File: config.mk
export PLATFORM = sky130hd
export DESIGN_NAME = dnn_stream_dma_flat
export DESIGN_NICKNAME = d
export VERILOG_FILES = /design/src/rtl/dnn_stream_dma_if.sv /design/src/rtl/dnn_stream_dma.sv /design/src/flat_wrapper.sv
export SDC_FILE = /design/constraint.sdc
export NUM_CORES = 1
export LEC_CHECK = 0
export CAP_MARGIN = 30
export CORE_UTILIZATION = 57
export DETAILED_ROUTE_END_ITERATION = 7
export GPL_ROUTABILITY_DRIVEN = 0
export PLACE_DENSITY = 0.87
export SLEW_MARGIN = 30
export SYNTH_ARGS = -nofsm -noshare
export SYNTH_HDL_FRONTEND = slang
export SYNTH_SLANG_ARGS = --single-unit
File: constraint.sdc
create_clock -name clk -period 7.2 [get_ports clk]
set_input_delay 1.8 -clock clk [delete_from_list [all_inputs] [get_ports clk]]
set_output_delay 1.8 -clock clk [all_outputs]
set_load 0.01 [all_outputs]
File: src/rtl/dnn_stream_dma_if.sv
// -----------------------------------------------------------------------------
// dnn_stream_dma_if
// Bundles every handshake and memory-port signal of dnn_stream_dma.
//   master : the DMA engine. It drives the busy/done status, the memory read
//            and write strobes, the src_* stream toward the accelerator and
//            dst_ready.
//   slave  : the environment (host, memories, accelerator). It drives the
//            start commands, rd_data, src_ready and the dst_* stream.
// Parameters: AW = word address width, LW = transfer length width (words).
// -----------------------------------------------------------------------------
interface dnn_stream_dma_if #(
  parameter int AW = 16,
  parameter int LW = 16
);
  // MM2S command and status
  logic          mm2s_start;
  logic [AW-1:0] mm2s_addr;
  logic [LW-1:0] mm2s_len;
  logic          mm2s_busy;
  logic          mm2s_done;
  // Memory read port
  logic          rd_en;
  logic [AW-1:0] rd_addr;
  logic [31:0]   rd_data;
  // Stream toward the accelerator
  logic          src_valid;
  logic [31:0]   src_data;
  logic          src_last;
  logic          src_ready;
  // S2MM command and status
  logic          s2mm_start;
  logic [AW-1:0] s2mm_addr;
  logic [LW-1:0] s2mm_len;
  logic          s2mm_busy;
  logic          s2mm_done;
  logic          s2mm_err;
  // Memory write port
  logic          wr_en;
  logic [AW-1:0] wr_addr;
  logic [31:0]   wr_data;
  // Stream from the accelerator
  logic          dst_valid;
  logic [31:0]   dst_data;
  logic          dst_last;
  logic          dst_ready;

  modport master (
    input  mm2s_start, mm2s_addr, mm2s_len, rd_data, src_ready,
           s2mm_start, s2mm_addr, s2mm_len, dst_valid, dst_data, dst_last,
    output mm2s_busy, mm2s_done, rd_en, rd_addr, src_valid, src_data, src_last,
           s2mm_busy, s2mm_done, s2mm_err, wr_en, wr_addr, wr_data, dst_ready
  );

  modport slave (
    output mm2s_start, mm2s_addr, mm2s_len, rd_data, src_ready,
           s2mm_start, s2mm_addr, s2mm_len, dst_valid, dst_data, dst_last,
    input  mm2s_busy, mm2s_done, rd_en, rd_addr, src_valid, src_data, src_last,
           s2mm_busy, s2mm_done, s2mm_err, wr_en, wr_addr, wr_data, dst_ready
  );
endinterface

File: src/rtl/dnn_stream_dma.sv
// -----------------------------------------------------------------------------
// dnn_stream_dma
// Host-side stream engine for the MNIST accelerator. Two independent channels:
//   MM2S : reads len words from memory starting at addr and streams them out
//          on src_* (src_last on the final word). A 2-entry FIFO absorbs the
//          one-cycle read latency so the stream runs at one word per cycle and
//          stalls cleanly under src_ready backpressure.
//   S2MM : accepts words from dst_* and writes them to consecutive addresses.
//          It stops on len words or on dst_last, whichever comes first, and
//          flags s2mm_err when dst_last and the word count disagree.
// Ports:
//   clk, rst_n : single clock, asynchronous active-low reset
//   bus        : dnn_stream_dma_if.master (commands, status, memory ports,
//                both streams)
// -----------------------------------------------------------------------------
module dnn_stream_dma #(
  parameter int AW = 16,
  parameter int LW = 16
) (
  input  logic             clk,
  input  logic             rst_n,
  dnn_stream_dma_if.master bus
);

  // ===========================================================================
  // MM2S channel
  // ===========================================================================
  typedef enum logic [1:0] {MM2S_IDLE, MM2S_RUN, MM2S_DRAIN} mm2s_state_e;

  mm2s_state_e   r_mm2s_state, w_mm2s_next;
  logic [AW-1:0] r_mm2s_base;
  logic [LW-1:0] r_mm2s_len;
  logic [LW-1:0] r_issued;     // reads issued so far
  logic [LW-1:0] r_sent;       // words handed over on src_*
  logic          r_inflight;   // read issued last cycle, data arrives now
  logic          r_mm2s_done;
  logic [31:0]   r_fifo [2];
  logic          r_fifo_wptr, r_fifo_rptr;
  logic [1:0]    r_fifo_cnt;

  logic          w_mm2s_accept, w_mm2s_zero;
  logic          w_src_valid, w_pop, w_issue, w_last_word;
  logic [2:0]    w_occ;

  assign w_mm2s_accept = (r_mm2s_state == MM2S_IDLE) && bus.mm2s_start && (bus.mm2s_len != '0);
  assign w_mm2s_zero   = (r_mm2s_state == MM2S_IDLE) && bus.mm2s_start && (bus.mm2s_len == '0);
  assign w_src_valid   = (r_fifo_cnt != 2'd0);
  assign w_pop         = w_src_valid && bus.src_ready;
  assign w_last_word   = (r_sent == r_mm2s_len - LW'(1));

  // Occupancy the FIFO will have after this cycle if no new read is issued.
  // Using this cycle's pop lets reads resume the moment a slot frees.
  assign w_occ   = 3'(r_fifo_cnt) + 3'(r_inflight) - 3'(w_pop);
  assign w_issue = (r_mm2s_state == MM2S_RUN) && (r_issued < r_mm2s_len) && (w_occ < 3'd2);

  always_ff @(posedge clk or negedge rst_n) begin
    if (!rst_n) r_mm2s_state <= MM2S_IDLE;
    else        r_mm2s_state <= w_mm2s_next;
  end

  // NOTE: always_comb assigns every output a default first, so no path
  // through the case can leave a value unassigned and infer a latch.
  always_comb begin
    w_mm2s_next = r_mm2s_state;
    unique case (r_mm2s_state)
      MM2S_IDLE:  if (w_mm2s_accept) w_mm2s_next = MM2S_RUN;
      MM2S_RUN:   if (w_issue && (r_issued == r_mm2s_len - LW'(1))) w_mm2s_next = MM2S_DRAIN;
      MM2S_DRAIN: if (w_pop && w_last_word) w_mm2s_next = MM2S_IDLE;
      default:    w_mm2s_next = MM2S_IDLE;
    endcase
  end

  // NOTE: sequential state uses non-blocking assignments so every register
  // samples the pre-edge values, independent of statement order.
  always_ff @(posedge clk or negedge rst_n) begin
    if (!rst_n) begin
      r_mm2s_base <= '0;
      r_mm2s_len  <= '0;
      r_issued    <= '0;
      r_sent      <= '0;
      r_mm2s_done <= 1'b0;
      r_inflight  <= 1'b0;
      r_fifo_wptr <= 1'b0;
      r_fifo_rptr <= 1'b0;
      r_fifo_cnt  <= 2'd0;
    end else begin
      r_mm2s_done <= w_mm2s_zero || ((r_mm2s_state == MM2S_DRAIN) && w_pop && w_last_word);
      if (w_mm2s_accept) begin
        r_mm2s_base <= bus.mm2s_addr;
        r_mm2s_len  <= bus.mm2s_len;
        r_issued    <= '0;
        r_sent      <= '0;
      end else begin
        if (w_issue) r_issued <= r_issued + LW'(1);
        if (w_pop)   r_sent   <= r_sent + LW'(1);
      end
      r_inflight <= w_issue;
      if (r_inflight) r_fifo_wptr <= ~r_fifo_wptr;
      if (w_pop)      r_fifo_rptr <= ~r_fifo_rptr;
      r_fifo_cnt <= r_fifo_cnt + 2'(r_inflight) - 2'(w_pop);
    end
  end

  // NOTE: FIFO storage has no reset; occupancy lives in r_fifo_cnt and the
  // output is gated by src_valid, so stale contents are never visible.
  always_ff @(posedge clk) begin
    if (r_inflight) r_fifo[r_fifo_wptr] <= bus.rd_data;
  end

  assign bus.mm2s_busy = (r_mm2s_state != MM2S_IDLE);
  assign bus.mm2s_done = r_mm2s_done;
  assign bus.rd_en     = w_issue;
  assign bus.rd_addr   = w_issue ? (r_mm2s_base + AW'(r_issued)) : '0;
  assign bus.src_valid = w_src_valid;
  assign bus.src_data  = w_src_valid ? r_fifo[r_fifo_rptr] : '0;
  assign bus.src_last  = w_src_valid && w_last_word;

  // ===========================================================================
  // S2MM channel
  // ===========================================================================
  typedef enum logic [1:0] {S2MM_IDLE, S2MM_RUN, S2MM_FLUSH} s2mm_state_e;

  s2mm_state_e   r_s2mm_state, w_s2mm_next;
  logic [AW-1:0] r_s2mm_base;
  logic [LW-1:0] r_s2mm_len;
  logic [LW-1:0] r_s2mm_cnt;
  logic          r_s2mm_done;
  logic          r_s2mm_err;
  logic          r_wr_en;
  logic [AW-1:0] r_wr_addr;
  logic [31:0]   r_wr_data;

  logic          w_s2mm_cmd, w_s2mm_accept, w_s2mm_zero;
  logic          w_hs, w_final, w_term;

  // FLUSH already reports done with busy low, so a new command is taken there
  // just as in IDLE.
  assign w_s2mm_cmd    = (r_s2mm_state != S2MM_RUN) && bus.s2mm_start;
  assign w_s2mm_accept = w_s2mm_cmd && (bus.s2mm_len != '0);
  assign w_s2mm_zero   = w_s2mm_cmd && (bus.s2mm_len == '0);
  assign w_hs          = (r_s2mm_state == S2MM_RUN) && bus.dst_valid;
  assign w_final       = (r_s2mm_cnt == r_s2mm_len - LW'(1));
  assign w_term        = w_hs && (w_final || bus.dst_last);

  always_ff @(posedge clk or negedge rst_n) begin
    if (!rst_n) r_s2mm_state <= S2MM_IDLE;
    else        r_s2mm_state <= w_s2mm_next;
  end

  always_comb begin
    w_s2mm_next = r_s2mm_state;
    unique case (r_s2mm_state)
      S2MM_IDLE:  if (w_s2mm_accept) w_s2mm_next = S2MM_RUN;
      S2MM_RUN:   if (w_term) w_s2mm_next = S2MM_FLUSH;
      S2MM_FLUSH: w_s2mm_next = w_s2mm_accept ? S2MM_RUN : S2MM_IDLE;
      default:    w_s2mm_next = S2MM_IDLE;
    endcase
  end

  always_ff @(posedge clk or negedge rst_n) begin
    if (!rst_n) begin
      r_s2mm_base <= '0;
      r_s2mm_len  <= '0;
      r_s2mm_cnt  <= '0;
      r_s2mm_done <= 1'b0;
      r_s2mm_err  <= 1'b0;
      r_wr_en     <= 1'b0;
      r_wr_addr   <= '0;
      r_wr_data   <= '0;
    end else begin
      // The terminating handshake's write lands in FLUSH, together with done.
      r_s2mm_done <= w_s2mm_zero || w_term;
      r_wr_en     <= w_hs;
      if (w_s2mm_cmd) begin
        r_s2mm_err  <= 1'b0;
        r_s2mm_base <= bus.s2mm_addr;
        r_s2mm_len  <= bus.s2mm_len;
        r_s2mm_cnt  <= '0;
      end
      if (w_hs) begin
        r_wr_addr  <= r_s2mm_base + AW'(r_s2mm_cnt);
        r_wr_data  <= bus.dst_data;
        r_s2mm_cnt <= r_s2mm_cnt + LW'(1);
        // Early last, or the len-th word without last: both are mismatches.
        if (bus.dst_last != w_final) r_s2mm_err <= 1'b1;
      end
    end
  end

  assign bus.s2mm_busy = (r_s2mm_state == S2MM_RUN);
  assign bus.s2mm_done = r_s2mm_done;
  assign bus.s2mm_err  = r_s2mm_err;
  assign bus.dst_ready = (r_s2mm_state == S2MM_RUN);
  assign bus.wr_en     = r_wr_en;
  assign bus.wr_addr   = r_wr_addr;
  assign bus.wr_data   = r_wr_data;

endmodule

File: src/flat_wrapper.sv
// flat-port wrapper written by rule: the top's interface ports become plain ports
module dnn_stream_dma_flat 
#(
  parameter int AW = 16,
  parameter int LW = 16
)
  (clk, rst_n, bus_mm2s_start, bus_mm2s_addr, bus_mm2s_len, bus_rd_data, bus_src_ready, bus_s2mm_start, bus_s2mm_addr, bus_s2mm_len, bus_dst_valid, bus_dst_data, bus_dst_last, bus_mm2s_busy, bus_mm2s_done, bus_rd_en, bus_rd_addr, bus_src_valid, bus_src_data, bus_src_last, bus_s2mm_busy, bus_s2mm_done, bus_s2mm_err, bus_wr_en, bus_wr_addr, bus_wr_data, bus_dst_ready);
  dnn_stream_dma_if #(.AW(AW), .LW(LW)) bus_i ();
  input  logic clk;
  input  logic rst_n;
  input wire logic [$bits(bus_i.mm2s_start)-1:0] bus_mm2s_start;
  input wire logic [$bits(bus_i.mm2s_addr)-1:0] bus_mm2s_addr;
  input wire logic [$bits(bus_i.mm2s_len)-1:0] bus_mm2s_len;
  input wire logic [$bits(bus_i.rd_data)-1:0] bus_rd_data;
  input wire logic [$bits(bus_i.src_ready)-1:0] bus_src_ready;
  input wire logic [$bits(bus_i.s2mm_start)-1:0] bus_s2mm_start;
  input wire logic [$bits(bus_i.s2mm_addr)-1:0] bus_s2mm_addr;
  input wire logic [$bits(bus_i.s2mm_len)-1:0] bus_s2mm_len;
  input wire logic [$bits(bus_i.dst_valid)-1:0] bus_dst_valid;
  input wire logic [$bits(bus_i.dst_data)-1:0] bus_dst_data;
  input wire logic [$bits(bus_i.dst_last)-1:0] bus_dst_last;
  output wire logic [$bits(bus_i.mm2s_busy)-1:0] bus_mm2s_busy;
  output wire logic [$bits(bus_i.mm2s_done)-1:0] bus_mm2s_done;
  output wire logic [$bits(bus_i.rd_en)-1:0] bus_rd_en;
  output wire logic [$bits(bus_i.rd_addr)-1:0] bus_rd_addr;
  output wire logic [$bits(bus_i.src_valid)-1:0] bus_src_valid;
  output wire logic [$bits(bus_i.src_data)-1:0] bus_src_data;
  output wire logic [$bits(bus_i.src_last)-1:0] bus_src_last;
  output wire logic [$bits(bus_i.s2mm_busy)-1:0] bus_s2mm_busy;
  output wire logic [$bits(bus_i.s2mm_done)-1:0] bus_s2mm_done;
  output wire logic [$bits(bus_i.s2mm_err)-1:0] bus_s2mm_err;
  output wire logic [$bits(bus_i.wr_en)-1:0] bus_wr_en;
  output wire logic [$bits(bus_i.wr_addr)-1:0] bus_wr_addr;
  output wire logic [$bits(bus_i.wr_data)-1:0] bus_wr_data;
  output wire logic [$bits(bus_i.dst_ready)-1:0] bus_dst_ready;
  assign bus_i.mm2s_start = bus_mm2s_start;
  assign bus_i.mm2s_addr = bus_mm2s_addr;
  assign bus_i.mm2s_len = bus_mm2s_len;
  assign bus_i.rd_data = bus_rd_data;
  assign bus_i.src_ready = bus_src_ready;
  assign bus_i.s2mm_start = bus_s2mm_start;
  assign bus_i.s2mm_addr = bus_s2mm_addr;
  assign bus_i.s2mm_len = bus_s2mm_len;
  assign bus_i.dst_valid = bus_dst_valid;
  assign bus_i.dst_data = bus_dst_data;
  assign bus_i.dst_last = bus_dst_last;
  assign bus_mm2s_busy = bus_i.mm2s_busy;
  assign bus_mm2s_done = bus_i.mm2s_done;
  assign bus_rd_en = bus_i.rd_en;
  assign bus_rd_addr = bus_i.rd_addr;
  assign bus_src_valid = bus_i.src_valid;
  assign bus_src_data = bus_i.src_data;
  assign bus_src_last = bus_i.src_last;
  assign bus_s2mm_busy = bus_i.s2mm_busy;
  assign bus_s2mm_done = bus_i.s2mm_done;
  assign bus_s2mm_err = bus_i.s2mm_err;
  assign bus_wr_en = bus_i.wr_en;
  assign bus_wr_addr = bus_i.wr_addr;
  assign bus_wr_data = bus_i.wr_data;
  assign bus_dst_ready = bus_i.dst_ready;
  dnn_stream_dma #(.AW(AW), .LW(LW)) u_core (.clk(clk), .rst_n(rst_n), .bus(bus_i));
endmodule
==> key figures, run 1 <==
Outcome
  – Outcome: completed

Synthesis
  – Top FF cell, synth: dfrtp_1
  – EDFF count, synth: 64
  – Leading area contributor after synthesis: dfrtp_1
  – Yosys cell types: 63
  – Gate Count Post-Synth: 1243
  – Cell Area, Synth: 0.01246 mm²
  – Most frequent cell after synthesis: nand2_1
  – Register area share after synthesis: 0.5017
  – Synthesized flop and latch total: 237
  – Synth area leaders: dfrtp_1 35%, edfxtp_1 15%, nand2_1 7.2%, ha_1 5.4%, xnor2_1 4.9%
  – Synthesis Warnings: 0
  – Post-synth top cells: 238 x nand2_1, 173 x dfrtp_1, 109 x nor2_1
  – Async S/R FF share, synth: 0.7300
  – Mapped Nets: 1435
  – Mapped Avg Cell Area: 10.02 µm²
  – Yosys top cell area share: 0.3474

STA
  – Post-route clock period utilization: 0.9679
  – Setup_tns: 0 ns
  – Worst Hold Slack: 0.4727 ns
  – Unrepaired setup endpoints after global routing: false
  – Clk_skew: 0.009096 ns
  – Fmax: 143.5 MHz
  – Worst rel slew slack: 0.4358
  – Endpoints failing hold: 0
  – Crit path time final: 6.969 ns
  – Fin. max-slew vios: 0
  – Final count of negative-setup-slack endpoints: 0
  – Worst-Margin Slew: 0.8249 ns

Global routing
  – Largest net degree at the start of global routing: 114
  – Initial antenna violation count: 0
  – First-pass GRT wire length: 48.94 mm
  – Global Route Usage Sum: 0.2744
  – Vias in the first global route: 10110
  – Remaining global-route overflow: 0

Floorplan
  – Boundary Pins: 241
  – Die Span X: 149.9 µm
  – FP Rows: 53
  – DIE AREA: 0.02246 mm²
  – Initial core utilization: 0.5872
  – Die H: 149.9 µm
  – Core Footprint: 0.02122 mm²

Clock network
  – Worst skew pair latency: 0.52 ns
  – CTS tree: built
  – H-tree Lvls: 1
  – CTS clk-pin slew, worst paths: 0.06 ns
  – CTS root buf: clkbuf_16
  – Total CTS buffers: 27
  – Maximum clock path buffer count: 3
  – CTS sink cnt: 237
  – Hold-fix buffers, CTS: 0
  – Post-CTS setup buffer count: 0
  – Post-CTS Resized: 0

Place
  – DP HPWL: 21.54 mm
  – DP Area: 0.01513 mm²
  – Placed cells: 1722
  – PortBufs: 240

Routing
  – DRT Pass-1 Iters: 5
  – Via/cell ratio: 5.631
  – Drt total wl: 30.72 mm
  – Antenna Nets Post-Route: 0
  – Max Used Layer: met4
  – DRT met1 WL: 12.20 mm
  – Residual DRC: 0
  – Via count: 9978
  – Metal3 WL: 2.060 mm
  – WL met2: 15.50 mm
  – Avg WL per Cell: 17.34 µm
  – Initial DRC count: 578

Setup path
  – Setup CP Type: input port to output pin
  – Critical Path Fanout Max: 20
  – Arr. time, crit path: 5.17 ns
  – CP startpoint kind: input port
  – Worst endpoint required time: 5.40 ns
  – Critical Path End Type: output pin

Cells and area
  – Share of cells above drive strength 1: 0.07081
  – ANT cells: 0
  – Fill cells: 1401
  – Area grow syn2layout: 29.34%
  – Nets: 1669
  – Non-Filler Instances: 1772
  – Finished Cell Area: 0.01612 mm²

Power and ir drop
  – P_leak: 7.069 nW
  – Peak supply drop: 0.2648 mV
  – Power per cell area: 347.8 mW/mm²

Min path
  – Worst Hold Class: flip-flop to flip-flop

Run
  – Max cap viols: 0
layer usage:
layer,up-vias,track usage
met1,4776,0.3265
met3,76,0.05518
met4,0,0.09596
li1,4773,-
met5,-,0
met2,353,0.4910
layout make-up:
cell class | instances | area, µm² | area share
timing repair buffer | 253 | 2525 | 0.1567
multi-input combinational | 912 | 5876 | 0.3646
clock buffer | 41 | 798.3 | 0.04953
sequential | 237 | 6251 | 0.3879
tap | 275 | 344.1 | 0.02135
inverter | 46 | 172.7 | 0.01071
clock inverter | 8 | 150.1 | 0.009316
sequential cells by signal, indices dropped and copies added (netlist names), 2 cells and up:
register             count
u_core.r_fifo           64
u_core.r_issued         16
u_core.r_sent           16
u_core.bus.wr_data      32
u_core.r_s2mm_base      16
u_core.r_mm2s_state      2
u_core.r_mm2s_base      16
u_core.r_s2mm_cnt       16
u_core.r_mm2s_len       16
u_core.r_s2mm_state      2
u_core.bus.wr_addr      16
u_core.r_fifo_cnt        2
u_core.r_s2mm_len       16
where the power goes:
part | leakage (nW) | switching [W] | internal (W)
Combinational | 3.87 | 0.00107 | 0.00105
Sequential | 2.73 | 0.000270 | 0.00176
Clock | 0.466 | 0.000540 | 0.000907
cells in the final DEF, fill, tap and decap left out, types with 7 or more instances in the layout:
cell type        netlist  routed
xnor2_1               70      70
nor4_1                22      22
a31oi_1                8       7
ha_1                  54      54
nand3_1               36      36
nor2_1               109     107
nand2b_1               7       7
inv_1                 46      46
o21ai_0               64      64
mux2_2                32      32
and2_1                 8       7
nand2_1              238     236
nor3_1                22      22
clkbuf_1              43       7
a21oi_1               28      28
nand4_1               13      13
dfrtp_1              173     173
and3_1                19      18
a211oi_1               7       7
a21o_1                 8       8
clkbuf_16              0      27
buf_4                  1      12
clkbuf_8               0       7
xor2_1                38      38
edfxtp_1              64      64
nor2b_1                7       7
mux2i_1               41      41
clkdlybuf4s50_1        0     239
through the flow:
step / total power [W] / util / setup slack [ns]
global route: 0.005924 / 0.7595 / 0.01507
floorplan: 0.003175 / - / 1.111
detailed placement: 0.004173 / 0.7130 / 0.2042
global placement: 0.004097 / 0.7128 / 0.2886
finish: 0.005605 / 0.7595 / 0.2308
CTS: 0.005650 / 0.7577 / 0.2304
path summary, 6_finish.rpt:
| path | slack [ns] | depth (start not counted) | from | end |
|---|---|---|---|---|
| setup reg to reg | 3.59 | 10 | u_core.r_mm2s_len[9] | u_core.r_issued[15] |
| max in group asynchronous | 4.57 | 3 | rst_n | u_core.r_s2mm_cnt[5] |
| setup / recovery | 0.23 | 13 | bus_src_ready | bus_rd_addr[1] |
| hold / removal | 0.47 | 2 | u_core.bus.wr_data[24] | u_core.bus.wr_data[24] |
| min in group asynchronous | 1.16 | 1 | rst_n | u_core.r_mm2s_base[6] |
| hold reg to reg | 0.47 | 2 | u_core.bus.wr_data[24] | u_core.bus.wr_data[24] |
critical path: stages:
cell	delay (ns)
clkdlybuf4s50_1	0.42
nand2_1	0.08
inv_1	0.06
ha_1	0.27
inv_1	0.04
ha_1	0.17
fa_1	0.46
a2111oi_0	0.34
nand2_1	0.17
or2_2	0.51
inv_1	0.17
and2_1	0.14
clkdlybuf4s50_1	0.52
logic make-up (layout without fill, tap and decap cells):
| logic type | Yosys count | after routing | synth area share |
|---|---|---|---|
| buffers and inverters | 94 | 348 | 0.02872 |
| DFF | 237 | 237 | 0.5017 |
| xor gates and xnor gates | 112 | 112 | 0.08314 |
| adders and majority gates | 57 | 57 | 0.05904 |
| muxes | 73 | 73 | 0.06185 |
| and+or+nand+nor | 511 | 511 | 0.1860 |
| AOI/OAI and AO/OA | 159 | 159 | 0.07963 |
Power figures use the tool's default switching activity.
==> run 2, diff against run 1 <==
- CORE_UTILIZATION: 57 -> 60
- DONT_BUFFER_PORTS: unset -> 1
- PLACE_DENSITY: 0.87 -> 0.76
==> run 2 against run 1 <==
Clock-buffer cell count shrank 11. First-iteration DRC count shrank 34%. Clock skew grew 0.0087 ns. Cell count shrank 14%. Largest power group is now sequential cells.
==> key figures, run 2 (synthesis gave the netlist of run 1 again) <==
Global routing
  – Vias in the first global route: 8654
  – Remaining global-route overflow: 0
  – Initial antenna violation count: 4
  – First-pass GRT wire length: 43.10 mm
  – Global Route Usage Sum: 0.2490
  – Largest net degree at the start of global routing: 174

Routing
  – Antenna Nets Post-Route: 0
  – Initial DRC count: 384
  – Residual DRC: 0
  – Via count: 8747
  – Avg WL per Cell: 17.44 µm
  – Via/cell ratio: 5.751
  – DRT Pass-1 Iters: 5
  – Drt total wl: 26.52 mm

Setup path
  – Worst reg2reg path endpoint: u_core.r_issued[15]
  – Crit path buf inv count: 3
  – Setup CP Type: input port to output pin
  – Worst endpoint required time: 5.40 ns
  – Worst reg-to-reg path cell count: 14
  – Arr. time, crit path: 4.76 ns
  – Flop-to-flop setup slack: 2.97 ns
  – CP max stage cell: or2_2
  – CP cell instances: nand2_1 -> inv_1 -> ha_1 -> inv_1 -> ha_1 -> fa_1 -> a2111oi_0 -> nand2_1 -> or2_2 -> inv_1 -> and2_1
  – Crit path max-delay family: simple AND/OR/NAND/NOR gates
  – Critical Path Fanout Max: 20
  – CP startpoint kind: input port
  – Most frequent CP cell: inv_1
  – Slowest stage delay, CP: 0.56 ns
  – R2R Path Start: u_core.r_fifo_cnt[1]
  – Critical Path End Type: output pin

Run
  – Max cap viols: 0

STA
  – Worst-Margin Slew: 0.9775 ns
  – Fin. max-slew vios: 0
  – Endpoints failing hold: 0
  – Fmax: 152.5 MHz
  – Post-route clock period utilization: 0.9109
  – Crit path time final: 6.558 ns
  – Final count of negative-setup-slack endpoints: 0
  – Worst rel slew slack: 0.3483
  – Clk_skew: 0.01783 ns
  – Unrepaired setup endpoints after global routing: false
  – Setup_tns: 0 ns

Clock network
  – CTS tree: built
  – CTS clk-pin slew, worst paths: 0.06 ns
  – CTS root buf: clkbuf_16
  – Worst skew pair latency: 0.53 ns
  – Post-CTS setup buffer count: 0
  – Total CTS buffers: 26
  – CTS sink cnt: 237
  – H-tree Lvls: 1
  – Post-CTS Resized: 0
  – Maximum clock path buffer count: 3
  – Hold-fix buffers, CTS: 0

Place
  – Placed cells: 1470
  – PortBufs: 0
  – DP HPWL: 18.64 mm

Cells and area
  – Util after Layout: 0.6693
  – Register Area: 0.006252 mm²
  – Area grow syn2layout: 9.037%
  – Non-Filler Instances: 1521
  – Commonest cells after routing, fill and taps aside: 236 x nand2_1, 172 x dfrtp_1, 107 x nor2_1
  – Multi-input gate area: 0.005873 mm²
  – Share of cells above drive strength 1: 0.07692
  – Nets: 1420
  – Largest register FFs: 64
  – Largest Register: u_core.r_fifo
  – Fill cells: 1570
  – Commonest non-fill, non-tap cell in the layout: nand2_1

Floorplan
  – Die Span X: 146.1 µm
  – Die H: 146.1 µm
  – Initial core utilization: 0.6138
  – FP Rows: 52
  – Boundary Pins: 241
  – DIE AREA: 0.02135 mm²
  – Core Footprint: 0.02030 mm²

Min path
  – Hold_sp: u_core.r_mm2s_base[8]
  – Worst Hold Class: flip-flop to flip-flop
  – Worst hold path depth: 2
  – End of the worst hold path: u_core.r_mm2s_base[8]

Outcome
  – Outcome: completed

Power and ir drop
  – Final Power: 0.004859 W
  – P_leak: 6.078 nW
  – Peak supply drop: 0.3277 mV
  – Power per cell area: 357.7 mW/mm²
==> run 2: changes by cell type in the layout (fill, tap and decap cells not counted), sizes merged <==
| cell | change |
|---|---|
| buf | -9 |
| bufinv | +1 |
| clkbuf | -11 |
| clkdlybuf4s50 | -239 |
| clkinv | +10 |
| diode | +3 |
| inv | -1 |
==> run 2: worst max path at each step <==
stage          slack (ns)     startpoint         endpoint  cells past startpoint
4_1_cts              0.62  bus_src_ready   bus_rd_addr[0]                     11
5_1_grt              0.46  bus_src_ready   bus_rd_addr[0]                     11
2_1_floorplan        1.11  bus_src_ready  bus_rd_addr[11]                     12
6_report             0.64  bus_src_ready   bus_rd_addr[0]                     11
3_5_place_dp         0.61  bus_src_ready   bus_rd_addr[0]                     11
3_3_place_gp         0.70  bus_src_ready   bus_rd_addr[0]                     11
==> run 2: per-layer routing <==
layer,part of all wire,global-route usage,vias to the layer above
li1,-,-,4271
met1,0.41,0.3088,4156
met2,0.50,0.4340,260
met3,0.059,0.05500,58
met4,0.030,0.07865,2
met5,0.00030,0,-
==> run 2: area by class of cell <==
cell class	count	area share
flip-flops and latches	237	0.4602
multi-input cells	912	0.4323
clock buffers	30	0.04973
well taps	270	0.02486
clock inverters	18	0.01694
inverters	46	0.01271
repair buffers	5	0.002763
diodes	3	0.0005525
==> run 2: through the flow <==
stage	setup slack [ns]	hold WS (ns)	instance area [µm²]
floorplan	1.111	0.4497	12460
global placement	0.7042	0.4640	12660
detailed placement	0.6089	0.4701	12660
CTS	0.6194	0.4852	13570
global route	0.4647	0.5109	13580
finish	0.6418	0.4824	13590
==> run 2: where the power goes <==
group          internal [W]  leakage (nW)  switching, W  total (W)
sequential          0.00176          2.73      0.000417    0.00218
combinational      0.000527          2.90      0.000762    0.00129
clock              0.000854         0.446      0.000538    0.00139
total               0.00314          6.08       0.00172    0.00486
==> run 2: worst register-to-register path: cells and delay by family, from the launching register on <==
kind	cells	cell delay [ns]
AND/OR/NAND/NOR	4	1.20
adder cells (fa/ha/maj)	3	0.94
AO/OA/AOI/OAI	3	0.85
buffers and inverters	4	0.72
flip-flops	1	0.40
==> run 3, diff against run 2 <==
- CORE_MARGIN: unset -> 3
==> run 3 against run 2 <==
Sequential power is essentially flat. Non-clock buffer count grew 1. Hold slack lost 0.0059 ns. Wire length grew 1.2%. Sequential share of layout area is essentially flat. Clock power is essentially flat. Worst setup slack lost 0.039 ns. Clock-buffer cell count grew 2. Critical path type unchanged. Highest routed layer unchanged.
==> key figures, run 3 (synthesis gave the netlist of run 1 again) <==
Outcome
  – Outcome: completed

Floorplan
  – DIE AREA: 0.02253 mm²
  – Core Footprint: 0.02030 mm²
  – Boundary Pins: 241
  – Initial core utilization: 0.6138
  – Die H: 150.1 µm
  – FP Rows: 52
  – Die Span X: 150.1 µm

Routing
  – Via/cell ratio: 5.770
  – Avg WL per Cell: 17.67 µm
  – Residual DRC: 0
  – Drt total wl: 26.84 mm
  – DRT Pass-1 Iters: 5
  – Initial DRC count: 490
  – Antenna Nets Post-Route: 0
  – Via count: 8765

Setup path
  – Crit path buf inv count: 3
  – Flop-to-flop setup slack: 2.85 ns
  – CP max stage cell: or2_2
  – Critical Path Fanout Max: 20
  – CP startpoint kind: input port
  – Arr. time, crit path: 4.80 ns
  – Worst endpoint required time: 5.40 ns
  – Slowest stage delay, CP: 0.57 ns
  – CP cell instances: nand2_1 -> inv_1 -> ha_1 -> inv_1 -> ha_1 -> fa_1 -> a2111oi_0 -> nand2_1 -> or2_2 -> inv_1 -> and2_1
  – Setup CP Type: input port to output pin
  – Most frequent CP cell: inv_1
  – Critical Path End Type: output pin
  – Crit path max-delay family: simple AND/OR/NAND/NOR gates

Cells and area
  – Non-Filler Instances: 1519
  – Largest register FFs: 64
  – Util after Layout: 0.6689
  – Area grow syn2layout: 8.967%
  – Fill cells: 1644
  – Commonest cells after routing, fill and taps aside: 236 x nand2_1, 172 x dfrtp_1, 107 x nor2_1
  – Share of cells above drive strength 1: 0.07859
  – Commonest non-fill, non-tap cell in the layout: nand2_1
  – Nets: 1420
  – Largest Register: u_core.r_fifo

Global routing
  – Vias in the first global route: 8511
  – Global Route Usage Sum: 0.2326
  – Remaining global-route overflow: 0
  – Initial antenna violation count: 4
  – Largest net degree at the start of global routing: 174
  – First-pass GRT wire length: 42.64 mm

Clock network
  – CTS clk-pin slew, worst paths: 0.06 ns
  – Hold-fix buffers, CTS: 0
  – Post-CTS Resized: 0
  – CTS tree: built
  – Worst skew pair latency: 0.52 ns
  – Post-CTS setup buffer count: 0
  – H-tree Lvls: 1
  – CTS root buf: clkbuf_16
  – Maximum clock path buffer count: 3
  – CTS sink cnt: 237
  – Total CTS buffers: 25

Power and ir drop
  – Power per cell area: 357.2 mW/mm²
  – Peak supply drop: 0.3000 mV
  – Final Power: 0.004851 W
  – P_leak: 6.059 nW

Place
  – PortBufs: 0
  – DP HPWL: 19.08 mm
  – Placed cells: 1471

STA
  – Worst-Margin Slew: 0.9138 ns
  – Endpoints failing hold: 0
  – Worst rel slew slack: 0.3880
  – Fin. max-slew vios: 0
  – Unrepaired setup endpoints after global routing: false
  – Fmax: 151.6 MHz
  – Setup_tns: 0 ns
  – Crit path time final: 6.597 ns
  – Clk_skew: 0.008754 ns
  – Final count of negative-setup-slack endpoints: 0
  – Post-route clock period utilization: 0.9162

Min path
  – Worst Hold Class: flip-flop to flip-flop

Run
  – Max cap viols: 0
## run 3: power breakdown
group | internal, W | total [W] | switching (W)
clock | 0.000849 | 0.00137 | 0.000522
sequential | 0.00176 | 0.00219 | 0.000423
combinational | 0.000526 | 0.00129 | 0.000769
total | 0.00314 | 0.00485 | 0.00171
## run 3: per-layer routing
metal | wire, µm | up-vias | GRT usage | part of all wire
met3 | 1810 | 48 | 0.05208 | 0.067
li1 | - | 4288 | - | -
met1 | 10840 | 4175 | 0.3018 | 0.40
met4 | 642 | 4 | 0.05444 | 0.024
met2 | 13530 | 250 | 0.4010 | 0.50
met5 | 14 | - | 0 | 0.00052
## run 3: metrics by stage
| stage | area, µm² | setup slack, ns | hold WS [ns] |
|---|---|---|---|
| finish | 13580 | 0.6033 | 0.4765 |
| global route | 13580 | 0.3664 | 0.5015 |
| CTS | 13560 | 0.5932 | 0.4822 |
| detailed placement | 12670 | 0.5822 | 0.4680 |
| global placement | 12670 | 0.7113 | 0.4647 |
| floorplan | 12460 | 1.111 | 0.4497 |
## run 3: area by class of cell
cell class | instances | area, µm² | share of cell area
antenna | 2 | 5.005 | 0.0003686
timing repair buffer | 6 | 45.04 | 0.003317
inverter | 46 | 172.7 | 0.01272
clock inverter | 14 | 210.2 | 0.01548
multi-input combinational | 912 | 5873 | 0.4325
tap | 270 | 337.8 | 0.02488
clock buffer | 32 | 679.4 | 0.05004
sequential | 237 | 6255 | 0.4607
## run 3: path summary, 6_finish.rpt
kind	start	to	depth (start not counted)
worst max register to register	u_core.r_fifo_cnt[1]	u_core.r_mm2s_state[0]	14
worst max-delay path	bus_src_ready	bus_rd_addr[1]	11
worst min-delay path	u_core.r_mm2s_base[5]	u_core.r_mm2s_base[5]	2
min in group asynchronous	rst_n	u_core.r_mm2s_base[15]	0
max in group asynchronous	rst_n	u_core.bus.wr_en	0
worst min register to register	u_core.r_mm2s_base[5]	u_core.r_mm2s_base[5]	2
## run 3: worst reg2reg max path: stages (launching register included)
cell and delay (ns):
dfrtp_1 0.42, nor2_2 0.11, buf_4 0.34, inv_1 0.17, nand2_1 0.19, inv_1 0.15, ha_1 0.30, inv_1 0.04
ha_1 0.19, fa_1 0.45, a2111oi_0 0.33, nand2_1 0.34, or2_2 0.57, nor3_1 0.46, o21ai_0 0.13
